## config.mk

```make
export PLATFORM = sky130hd
export DESIGN_NAME = fetch_queue
export DESIGN_NICKNAME = d
export VERILOG_FILES = /design/src/rtl/fetch_queue.sv
export SDC_FILE = /design/constraint.sdc
export NUM_CORES = 1
export LEC_CHECK = 0
export CAP_MARGIN = 20
export CORE_ASPECT_RATIO = 1.25
export CORE_MARGIN = 4
export CORE_UTILIZATION = 47
export CTS_CLUSTER_DIAMETER = 150
export CTS_CLUSTER_SIZE = 24
export DETAILED_ROUTE_END_ITERATION = 8
export PLACE_DENSITY = 0.82
export SYNTH_ARGS = -nofsm -noshare
export SYNTH_HDL_FRONTEND = slang
export SYNTH_SLANG_ARGS = --single-unit
```

## constraint.sdc

```tcl
create_clock -name clock -period 3.7 [get_ports clock]
set_input_delay 0.37 -clock clock [delete_from_list [all_inputs] [get_ports clock]]
set_output_delay 0.37 -clock clock [all_outputs]
set_load 0.02 [all_outputs]
```

## src/rtl/fetch_queue.sv

```systemverilog
// fetch_queue: owns the fetch PC, issues synchronous imem reads and buffers
// returned words in a 2-entry queue presented to decode under valid/ready.
//
// Ports:
//   clock, reset             single clock, synchronous active-high reset
//   imem_rd, imem_addr       read request / word-aligned byte address
//   imem_data                read data, valid the cycle after imem_rd
//   next_PC_select,target_PC redirect request from decode (taken on accept)
//   decode_ready             decode accepts the head entry this cycle
//   inst_valid, PC,          head of queue; PC=0 and instruction=NOP
//   instruction              when the queue is empty

module fetch_queue #(
    parameter int ADDRESS_BITS = 16,
    parameter logic [ADDRESS_BITS-1:0] RESET_PC = '0
) (
    input  logic                    clock,
    input  logic                    reset,
    output logic                    imem_rd,
    output logic [ADDRESS_BITS-1:0] imem_addr,
    input  logic [31:0]             imem_data,
    input  logic                    next_PC_select,
    input  logic [ADDRESS_BITS-1:0] target_PC,
    input  logic                    decode_ready,
    output logic                    inst_valid,
    output logic [ADDRESS_BITS-1:0] PC,
    output logic [31:0]             instruction
);

    localparam logic [31:0] NOP = 32'h0000_0013;

    logic [ADDRESS_BITS-1:0] fpc;
    logic [ADDRESS_BITS-1:0] resp_pc;
    logic                    inflight;
    logic [1:0]              count;

    logic [ADDRESS_BITS-1:0] pc0, pc1;
    logic [31:0]             word0, word1;

    logic       head_valid;
    logic       accept;
    logic       redirect;
    logic       issue;
    logic       push;
    logic       push_slot0;
    logic [2:0] occupancy;
    logic [2:0] room;

    // Head is masked during reset so outputs show reset values that cycle.
    assign head_valid = (count != 2'd0) && !reset;
    assign accept     = head_valid && decode_ready;
    assign redirect   = accept && next_PC_select;

    // Words queued plus word in flight, minus the one leaving, must stay < 2.
    assign occupancy = {1'b0, count} + {2'b00, inflight};
    assign room      = 3'd2 + {2'b00, accept};
    assign issue     = !reset && !redirect && (occupancy < room);

    assign push = inflight && !redirect;

    // Slot the incoming word lands in, after any pop has shifted the queue.
    assign push_slot0 = (count == 2'd0) || ((count == 2'd1) && accept);

    assign imem_rd     = issue;
    assign imem_addr   = reset ? RESET_PC : {fpc[ADDRESS_BITS-1:2], 2'b00};
    assign inst_valid  = head_valid;
    assign PC          = head_valid ? pc0 : '0;
    assign instruction = head_valid ? word0 : NOP;

    always_ff @(posedge clock) begin
        if (reset) begin
            fpc      <= RESET_PC;
            count    <= 2'd0;
            inflight <= 1'b0;
        end else if (redirect) begin
            fpc      <= {target_PC[ADDRESS_BITS-1:2], 2'b00};
            count    <= 2'd0;
            inflight <= 1'b0;
        end else begin
            if (accept) begin
                pc0   <= pc1;
                word0 <= word1;
            end
            if (push) begin
                if (push_slot0) begin
                    pc0   <= resp_pc;
                    word0 <= imem_data;
                end else begin
                    pc1   <= resp_pc;
                    word1 <= imem_data;
                end
            end
            count    <= count + {1'b0, push} - {1'b0, accept};
            inflight <= issue;
            if (issue) begin
                resp_pc <= fpc;
                fpc     <= fpc + ADDRESS_BITS'(4);
            end
        end
    end

endmodule
```

==> results_dict.tcl <==
set metrics [dict create \
    finalPower_mw 5.97 \
    cts_resized 0 \
    area_delta_synth_final_pct 32.5 \
    startpoint_type "flip-flop" \
    drive_above_1_share_pct 8.11 \
    drt-total-wl_mm 12.8 \
    die_h_um 132 \
    antenna_found_initial 0 \
    yosysTopAreaCell "edfxtp_1" \
    nets 647 \
    root_buffer "clkbuf_16" \
    max_slew_margin_pct 46.8 \
    rsz0062_at_grt "false" \
    fmax_mhz 316 \
    cts_tree "yes" \
    path_cells "ha_1, ha_1, or2_2, o41ai_2, buf_4, and2_1, clkdlybuf4s50_1" \
    core_um2 12100 \
    grt_overflow 0 \
    synthTopCellsByArea "edfxtp_1 56%, mux2i_1 8.0%, dfxtp_1 5.9%, and2_1 5.2%, o21ai_0 4.2%" \
    worst_path_most_repeated_cell "ha_1" \
    hold_viol 0 \
    worstPathRequired_ns 3.33 \
    clk_path_buf_depth 2 \
    clock_latency_ns 0.41 \
    ios 118 \
    dr.pass1.iters 4 \
    wire_per_inst_um 16.7 \
    synth-seq-cells 125 \
    grt_pass1_vias 4257 \
    criticalPathCategory "reg2out" \
    post_drt_via_cell_ratio 5.36 \
    dp_hpwl_mm 8.68 \
    finalSetupViolCount 0 \
    finalCritPeriodShare_pct 85.5 \
    drv_cap 0 \
    p_per_area_nw_per_um2 778 \
    worst_setup_path_end_kind "output pin" \
    syn_area_um2 5790 \
    path_clk_slew_ns 0.05 \
    hold_ws_ns 0.446 \
    cp_slowest_stage_delay_ns 0.62 \
    post-route-cell-area_um2 7670 \
    leakagePower_nw 2.59 \
    ys_seq_area_share_pct 61.9 \
    cts_hold_buf 0 \
    htreeDepth 4 \
    ys.flop_type "edfxtp_1" \
    antenna_left 0 \
    yosys.area.top_type_share_pct 56.0 \
    outcome "finished clean" \
    fp.dieW_um 107 \
    drc 0 \
    final.setup.tns_ns 0 \
    nFillCells 938 \
    postCtsSetupBuffers 0 \
    cp_top_family "buffers and inverters" \
    drt_iter0_markers 219 \
    place_area_um2 7110 \
    hold_class "reg2reg" \
    synth_edf_count 108 \
    gp_congestion 0.883 \
    grt_max_degree 50 \
    ir_worst_vdd_v 0.000352 \
    fin_skew_ns 0.0110 \
    worst_pin_slew_ns 0.790 \
    crit_buf_inv 2 \
    worstPathMaxFanout 11 \
    yosysUniqueCellTypes 49 \
    grt_usage_pct 18.6 \
    row_count 45 \
    worstPathArrival_ns 2.79 \
    port_buffers 113 \
    slew_viol_final 0 \
    start_util_pct 47.8 \
    via_count 4120 \
    dieArea_um2 14200 \
    yosysWarnings 0 \
    rrSetupSlack_ns 1.31 \
    async_reset_ff_share_pct 0 \
    syn_avg_cell_area_um2 12.1 \
    cts_made_buffers 17 \
    min_period_ns 3.16 \
    grt_pass1_wl_mm 21.1 \
    critPathSlowestCell "clkdlybuf4s50_1" \
    antennaDiodeCount 0 \
    netlist_instances 480 \
    clock-sinks 125 \
]
registers in the layout, summed over array words and instances, names as in the netlist:
signal / flops
inflight: 1
pc1: 14
fpc: 14
word0: 32
count: 2
pc0: 16
resp_pc: 14
word1: 32
worst reg2reg max path: cells and delay by family, from the launching register on:
kind | cells | cell delay, ns
buf+inv | 2 | 0.64
flops | 1 | 0.50
simple gates | 3 | 0.95
logic make-up (layout without fill, tap and decap cells):
family / count (synthesis) / in the layout / synth area share (%)
buffers and inverters: 38 / 161 / 3.18
adders and majority gates: 4 / 4 / 0.864
and+or+nand+nor: 175 / 175 / 16.5
muxes: 46 / 46 / 7.95
other: 1 / 2 / 0.0648
xor gates and xnor gates: 2 / 2 / 0.303
DFF: 125 / 125 / 61.9
AOI/OAI and AO/OA: 89 / 89 / 9.29
layer usage:
metal / routed length, µm / track usage, % / up-vias
met4: 229 / 7.18 / 0
met2: 6790 / 32.8 / 145
met1: 5090 / 22.3 / 1961
li1: - / - / 1994
met5: 0 / 0 / -
met3: 677 / 3.72 / 20
through the flow:
| stage | utilization (%) | instances | setup WS (ns) |
|---|---|---|---|
| global route | 63.4 | 768 | 0.443 |
| detailed placement | 58.8 | 736 | 0.798 |
| CTS | 63.4 | 768 | 0.534 |
| floorplan | - | 481 | 0.376 |
| finish | 63.4 | 768 | 0.537 |
| global placement | 58.8 | 736 | 0.841 |
cells in the final DEF (no fill, tap or decap), types with 12 or more instances in the layout:
cell | netlist | layout
dfxtp_1 | 17 | 17
and2_1 | 48 | 48
nor2b_1 | 14 | 14
nor3_1 | 12 | 12
nand2_1 | 50 | 50
clkdlybuf4s50_1 | 0 | 113
clkbuf_16 | 0 | 19
o21ai_0 | 49 | 49
edfxtp_1 | 108 | 108
mux2i_1 | 46 | 46
final timing paths:
| path | startpoint | end | cells after the start |
|---|---|---|---|
| worst min-delay path | resp_pc[11] | pc1[11] | 0 |
| worst min register to register | resp_pc[11] | pc1[11] | 0 |
| worst max-delay path | count[0] | imem_rd | 7 |
| worst max register to register | count[0] | word1[25] | 5 |
where the power goes:
group          leakage [nW]  internal (mW)  switching (mW)  total, mW
Combinational          1.13          0.879            1.15       2.03
Clock                 0.284          0.982           0.549       1.53
Sequential             1.17           2.16           0.245       2.41
cell type report:
type | instances | area (µm²) | area share (%)
flip-flops and latches | 125 | 3580 | 46.7
repair buffers | 125 | 1260 | 16.4
well taps | 164 | 205 | 2.67
clock buffers | 26 | 532 | 6.93
multi-input cells | 318 | 2050 | 26.7
inverters | 4 | 15.0 | 0.196
clock inverters | 6 | 30.0 | 0.391
synth_stat cells, types with 9 or more instances:
library cell / number
o21ai_1: 11
nand2_1: 50
nor3_1: 12
clkbuf_1: 16
edfxtp_1: 108
mux2i_1: 46
nor2b_1: 14
o21ai_0: 49
buf_2: 9
and2_1: 48
dfxtp_1: 17
Power figures use the tool's default switching activity.
